File: src/rtl/band_gain_mixer.sv
// rtl/band_gain_mixer.sv - ten-band programmable gain and sum stage with a shared MAC
module band_gain_mixer #(
    parameter int DATA_W    = 24,
    parameter int GAIN_W    = 16,
    parameter int GAIN_FRAC = 14,
    parameter int ACC_W     = 44
) (
    input  logic              clk,
    input  logic              reset_n,
    input  logic              enable,
    input  logic              sample_valid,
    input  logic [DATA_W-1:0] band_in_0,
    input  logic [DATA_W-1:0] band_in_1,
    input  logic [DATA_W-1:0] band_in_2,
    input  logic [DATA_W-1:0] band_in_3,
    input  logic [DATA_W-1:0] band_in_4,
    input  logic [DATA_W-1:0] band_in_5,
    input  logic [DATA_W-1:0] band_in_6,
    input  logic [DATA_W-1:0] band_in_7,
    input  logic [DATA_W-1:0] band_in_8,
    input  logic [DATA_W-1:0] band_in_9,
    input  logic              gain_wr_en,
    input  logic [3:0]        gain_addr,
    input  logic [GAIN_W-1:0] gain_data,
    output logic [DATA_W-1:0] output_sample,
    output logic              output_valid,
    output logic              busy,
    output logic              clip,
    output logic              overrun
);

    localparam int NBANDS = 10;
    localparam int PROD_W = DATA_W + GAIN_W;

    localparam logic signed [GAIN_W-1:0] UNITY   = {{(GAIN_W-1){1'b0}}, 1'b1} << GAIN_FRAC;
    localparam logic signed [ACC_W-1:0]  RND     = {{(ACC_W-1){1'b0}}, 1'b1} << (GAIN_FRAC-1);
    localparam logic signed [ACC_W-1:0]  SAT_MAX = {{(ACC_W-DATA_W+1){1'b0}}, {(DATA_W-1){1'b1}}};
    localparam logic signed [ACC_W-1:0]  SAT_MIN = {{(ACC_W-DATA_W+1){1'b1}}, {(DATA_W-1){1'b0}}};

    typedef enum logic [1:0] {
        S_IDLE,
        S_ACCUM,
        S_OUTPUT
    } state_t;

    state_t state, state_nxt;

    logic signed [DATA_W-1:0] band_bus  [NBANDS];
    logic signed [DATA_W-1:0] band_q    [NBANDS];
    logic signed [GAIN_W-1:0] gain_reg  [NBANDS];
    logic signed [GAIN_W-1:0] gain_snap [NBANDS];
    logic [3:0]               idx;
    logic signed [ACC_W-1:0]  acc;

    logic                     capture;
    logic signed [PROD_W-1:0] prod;
    logic signed [ACC_W-1:0]  acc_rnd;
    logic signed [ACC_W-1:0]  acc_shr;
    logic [DATA_W-1:0]        sat_val;
    logic                     sat_hit;

    assign band_bus[0] = band_in_0;
    assign band_bus[1] = band_in_1;
    assign band_bus[2] = band_in_2;
    assign band_bus[3] = band_in_3;
    assign band_bus[4] = band_in_4;
    assign band_bus[5] = band_in_5;
    assign band_bus[6] = band_in_6;
    assign band_bus[7] = band_in_7;
    assign band_bus[8] = band_in_8;
    assign band_bus[9] = band_in_9;

    assign capture = (state == S_IDLE) && enable && sample_valid;
    assign busy    = (state != S_IDLE);

    assign prod    = PROD_W'(band_q[idx]) * PROD_W'(gain_snap[idx]);
    // Round half toward +inf, then drop the Q2.14 fraction.
    assign acc_rnd = acc + RND;
    assign acc_shr = acc_rnd >>> GAIN_FRAC;

    always_comb begin
        sat_val = acc_shr[DATA_W-1:0];
        sat_hit = 1'b0;
        if (acc_shr > SAT_MAX) begin
            sat_val = SAT_MAX[DATA_W-1:0];
            sat_hit = 1'b1;
        end else if (acc_shr < SAT_MIN) begin
            sat_val = SAT_MIN[DATA_W-1:0];
            sat_hit = 1'b1;
        end
    end

    always_ff @(posedge clk) begin
        if (!reset_n) begin
            state <= S_IDLE;
        end else begin
            state <= state_nxt;
        end
    end

    always_comb begin
        state_nxt = state;
        case (state)
            S_IDLE: begin
                if (capture) state_nxt = S_ACCUM;
            end
            S_ACCUM: begin
                if (!enable)                       state_nxt = S_IDLE;
                else if (idx == 4'(NBANDS - 1))    state_nxt = S_OUTPUT;
            end
            S_OUTPUT: state_nxt = S_IDLE;
            default:  state_nxt = S_IDLE;
        endcase
    end

    always_ff @(posedge clk) begin
        if (!reset_n) begin
            output_sample <= '0;
            output_valid  <= 1'b0;
            clip          <= 1'b0;
            overrun       <= 1'b0;
            acc           <= '0;
            idx           <= '0;
            for (int i = 0; i < NBANDS; i++) begin
                gain_reg[i]  <= UNITY;
                gain_snap[i] <= UNITY;
                band_q[i]    <= '0;
            end
        end else begin
            output_valid <= 1'b0;
            clip         <= 1'b0;
            overrun      <= busy && sample_valid;

            if (gain_wr_en && (gain_addr < 4'(NBANDS))) begin
                gain_reg[gain_addr] <= gain_data;
            end

            case (state)
                S_IDLE: begin
                    if (capture) begin
                        // Snapshot reads gain_reg before any same-edge write lands.
                        for (int i = 0; i < NBANDS; i++) begin
                            band_q[i]    <= band_bus[i];
                            gain_snap[i] <= gain_reg[i];
                        end
                        acc <= '0;
                        idx <= '0;
                    end
                end
                S_ACCUM: begin
                    if (enable) begin
                        acc <= acc + ACC_W'(prod);
                        idx <= idx + 4'd1;
                    end
                end
                S_OUTPUT: begin
                    if (enable) begin
                        output_sample <= sat_val;
                        output_valid  <= 1'b1;
                        clip          <= sat_hit;
                    end
                end
                default: ;
            endcase
        end
    end

endmodule

File: config.mk
export PLATFORM = sky130hd
export DESIGN_NAME = band_gain_mixer
export DESIGN_NICKNAME = d
export VERILOG_FILES = /design/src/rtl/band_gain_mixer.sv
export SDC_FILE = /design/constraint.sdc
export NUM_CORES = 2
export LEC_CHECK = 0
export CORE_MARGIN = 1
export CORE_UTILIZATION = 35
export CTS_BUF_LIST = sky130_fd_sc_hd__clkbuf_4 sky130_fd_sc_hd__clkbuf_8 sky130_fd_sc_hd__clkbuf_16
export DETAILED_ROUTE_END_ITERATION = 12
export SLEW_MARGIN = 20
export SYNTH_ARGS = -nofsm -noshare
export SYNTH_HDL_FRONTEND = slang
export SYNTH_SLANG_ARGS = --single-unit
File: constraint.sdc
create_clock -name clk -period 11 [get_ports clk]
set_clock_uncertainty 0.15 [all_clocks]
set_input_delay 1.1 -clock clk [delete_from_list [all_inputs] [get_ports clk]]
set_output_delay 1.1 -clock clk [all_outputs]
set_load 0.01 [all_outputs]
**Yosys cells after proc, flatten, opt, wreduce, memory -nomap -nowiden**

Memory sizes are Yosys's and may differ from the RTL's. A register that Yosys moved wholly into a read port is not among the register bits.
Cells that the tools add are included.

- Bits in writable memories: 560
- Output and inout bits: 28
- Memories: 3
- Word-level logic and storage cells: 106
- Input port bits: 265
- Flip-flop bits (word level): 77

- Bitwise gates (word level): 20
- Order comparisons: 3
- Equal/unequal tests: 6
- Reductions and logical operators: 13
- Multiplexer cells: 50
- Add/sub/neg operators: 3
- Multipliers: 1

Memory list:

| name | words | width | read ports | clocked after memory_dff | wr ports | RTL line | RTL |
|---|---|---|---|---|---|---|---|
| band_q | 10 | 24 | 1 | 1 | 10 | 49 | `logic signed [DATA_W-1:0] band_q [NBANDS];` |
| gain_reg | 10 | 16 | 10 | 0 | 10 | 50 | `logic signed [GAIN_W-1:0] gain_reg [NBANDS];` |
| gain_snap | 10 | 16 | 1 | 1 | 10 | 51 | `logic signed [GAIN_W-1:0] gain_snap [NBANDS];` |

Operators by type and width:

| cell | number |
|---|---|
| $mux 24 | 12 |
| $mux 16 | 11 |
| $mux 44 | 2 |
| $pmux 44 s2 | 1 |
| $add 44x15->44 const B | 1 |
| $add 44x40->44 | 1 |
| $mul 24x16->40 | 1 |
| $gt 30x24->1 const B | 1 |
| $lt 30x24->1 const B | 1 |
| $mux 4 | 7 |
| $or 1x1->1 | 20 |
| $reduce_or 16->1 | 1 |
| $mux 1 | 12 |
| $pmux 4 s2 | 1 |
| $mux 2 | 3 |
| $reduce_and 2->1 | 3 |
| $reduce_and 3->1 | 2 |
| $add 4x1->4 const B | 1 |
| $eq 4x4->1 const B | 1 |
| $logic_and 1x1->1 | 4 |
| $lt 4x4->1 const B | 1 |
| $ne 2x2->1 const B | 2 |
| $pmux 2 s2 | 1 |
| $reduce_bool 2->1 | 2 |
| other kinds (4) | 4 |

**Longest topological paths before layout**

- Depth in word-level cells: 8
- Mapped depth: 30
- Depth with buffers taken out: 26

**Worst setup path after synthesis**

Ideal clock, no wire load.

- Kind: input port to flip-flop
- From: input reset_n
- To: memory band_q[0][0] (enable)
- Path slack: 88 ps
- Arrival time: 7847 ps
- Cell stages on the path: 2
- Path buffers: 1
- Library setup time: 2915 ps
- Cell sequence: clkbuf_1 > nand2_1

RTL lines:

| what | RTL line | RTL |
|---|---|---|
| start, declared | 9 | `input logic reset_n,` |
| end, declared | 49 |  |

==> results.cfg <==
[global_route]
grt_first_pass_wirelength_mm = 172
grt_pass1_vias = 28600
overflow = 0
antenna_found_initial = 9
grt_max_degree = 164
grt_usage_pct = 18.6

[clock_network]
clk_pin_slew_ns = 0.06
clock_sinks = 641
cts_resized = 0
postCtsHoldBufs = 0
cts_tree = done
cts-root-buf = clkbuf_16
clkLatencyLatePin_ns = 0.66
cts_setup_buffers = 0
cts_made_buffers = 74
htreeDepth = 3
clk_path_buf_depth = 3

[floorplan]
start_util_pct = 35.4
io_pins = 293
core_area_um2 = 120000
die_w_um = 351
rows = 127
die_y_um = 351
fp.dieArea_um2 = 123000

[timing]
max_clock_freq_ghz = 0.110
tightest_slew_ns = 1.13
period_needed_ns = 9.06
slew_violations = 0
hold_viol_final = 0
setup-violations-final = 0
rsz0062_at_grt = no
setup_slack_ns = 1.94
max_slew_margin_pct = 24.7
tns_ns = 0
period_share_pct = 82.4

[synthesis]
synth_compound_area_share_pct = 4.79
synth_flop_cell = edfxtp_1
synth-xor-area-share_pct = 1.34
ys_async_sr_fraction_pct = 0
synthMuxAreaShare_pct = 6.16
synth_nets = 4451
yosys_warnings = 0
synth_top_family_by_area = adder cells
synth_area_per_cell_um2 = 11.8
ys_types = 73
netlist_area_um2 = 42600
yosys.area_share.simple_pct = 14.3
ys_seq_area_share_pct = 43.3
synthAdderAreaFrac_pct = 24.1
ys_ff_latch = 641
netlist_instances = 3626
synth_enable_flop_cells = 560

[pwr]
pwr_density_cell_nw_per_um2 = 225
leakagePower_nw = 20.5
ir_drop_mv = 0.248

[route]
drt-initial-drc-count = 1911
wl_per_cell_um = 20.1
routed-wl-met3_mm = 5.77
final_antenna_net_count = 0
route.met2.wl_mm = 59.7
avgViaCountPerCell = 4.86
num_vias = 26973
drc = 0
wl_met1_mm = 43.3
drt-total-wl_mm = 112
topRoutingLayerUsed = met4
drtPass1Iterations = 6

[cells_and_area]
fillers = 11423
final_nets = 4701
stdcell_area_um2 = 49700
fin_util_pct = 41.3
multi_input_area_um2 = 21700
drive_gt1_share_pct = 8.74
seq_area_um2 = 18500
mostFrequentLayoutCells = edfxtp_1 (560), inv_1 (499), fa_1 (434)
area_delta_synth_final_pct = 16.7
final_common_cell = edfxtp_1
largest_reg_flops = 240

[critical_path]
crit_path_frequent_cell = fa_1
cp.arrival_ns = 9.42
cp-start-kind = flip-flop
ff2ff_path_depth = 27
critPathMaxFanout = 39
required_ns = 11.35
endpoint = acc[33]
critPathTopFamily = adder cells
critical_path_buf_inv_count = 7
r2r_slack_ns = 1.94
crit_type = reg2reg
r2r_end = acc[33]
end_kind = flip-flop
crit_path_top_delay_cell = dfxtp_4
crit_cells = 27
critPathMaxStageDelay_ns = 1.04

[placement]
detailed_place_hpwl_mm = 83.0
io_buffers = 292
place.gp.congestion = 0.906
postPlaceCellArea_um2 = 47300
dp_worst_setup_slack_ns = 1.97

[hold_path]
holdCritPathClass = reg2reg

[outcome]
status = complete, no violations

[flow_run]
maxCapViolCount = 0
==> per-stage QoR <==
step | cells | power (mW) | hold slack, ns
3_5_place_dp | 5412 | 8.77 | 0.318
6_report | 5553 | 11.2 | 0.325
2_1_floorplan | 3626 | 7.30 | 0.295
3_3_place_gp | 5411 | 8.74 | 0.305
5_1_grt | 5552 | 12.1 | 0.344
4_1_cts | 5547 | 11.2 | 0.328
==> Yosys cell counts (20+ instances only) <==
| library cell | count | area share, % |
|---|---|---|
| a21o_1 | 20 | 0.35 |
| a21oi_1 | 56 | 0.66 |
| and2_1 | 401 | 5.9 |
| buf_2 | 30 | 0.35 |
| clkbuf_1 | 114 | 1.0 |
| dfxtp_1 | 81 | 3.8 |
| edfxtp_1 | 560 | 39 |
| fa_1 | 434 | 20 |
| ha_1 | 126 | 3.7 |
| inv_1 | 499 | 4.4 |
| mux2_2 | 33 | 0.87 |
| mux2i_1 | 45 | 1.1 |
| mux4_2 | 80 | 4.2 |
| nand2_1 | 287 | 2.5 |
| nand3_1 | 36 | 0.42 |
| nor2_1 | 397 | 3.5 |
| nor2b_1 | 26 | 0.38 |
| o21a_1 | 33 | 0.58 |
| o21ai_0 | 50 | 0.59 |
| xnor2_1 | 42 | 0.86 |
| xor2_1 | 23 | 0.47 |
==> power breakdown <==
part,switching [mW],internal (mW),total (mW)
sequential,0.133,2.82,2.96
clock,1.05,1.39,2.44
combinational,3.45,2.34,5.78
total,4.63,6.56,11.2
==> cell families (layout without fill, tap and decap cells) <==
family | after synthesis | after routing
AOI/OAI and AO/OA | 295 | 295
xor gates and xnor gates | 65 | 65
adders and majority gates | 560 | 560
buffers and inverters | 663 | 972
DFF | 641 | 641
muxes | 158 | 158
other | 0 | 6
and+or+nand+nor | 1244 | 1244
==> routing by layer <==
| layer | vias to the layer above | track usage, % |
|---|---|---|
| met1 | 13684 | 22.0 |
| met3 | 170 | 2.74 |
| li1 | 12404 | - |
| met4 | 0 | 5.46 |
| met2 | 715 | 34.5 |
| met5 | - | 0 |
==> worst reg2reg max path: stages (launching register included) <==
cell and delay (ns):
dfxtp_4 1.04, buf_4 0.46, mux4_2 0.55, nor2b_1 0.15, a211oi_1 0.61, a21oi_2 0.04
buf_4 0.24, inv_1 0.37, nor2_1 0.13, fa_1 0.43, fa_1 0.42, inv_1 0.09
fa_1 0.40, inv_1 0.09, fa_1 0.42, fa_1 0.50, inv_1 0.05, fa_1 0.47
inv_1 0.04, ha_1 0.37, a21o_1 0.26, a31o_2 0.26, a31o_2 0.26, a31o_2 0.24
a31oi_1 0.30, o31a_1 0.33, xor2_1 0.17, o21ai_0 0.09
==> worst min path at each step <==
stage	startpoint	endpoint	slack [ns]	cells after the start
after global placement	acc[0]	acc[0]	0.31	2
final	acc[4]	acc[4]	0.33	2
after detailed placement	acc[4]	acc[4]	0.32	2
after global routing	acc[4]	acc[4]	0.34	2
after CTS	acc[2]	acc[2]	0.33	2
after floorplan	acc[10]	acc[10]	0.30	2
==> cell type report <==
class / instances / share of cell area, %
Inverter: 499 / 3.77
Multi-Input combinational cell: 2322 / 43.6
Tap cell: 1612 / 4.06
Sequential cell: 641 / 37.1
Clock buffer: 97 / 4.08
Timing Repair Buffer: 338 / 6.65
Antenna cell: 6 / 0.0302
Clock inverter: 38 / 0.755
Note: power is estimated with default switching activity, not from simulation.
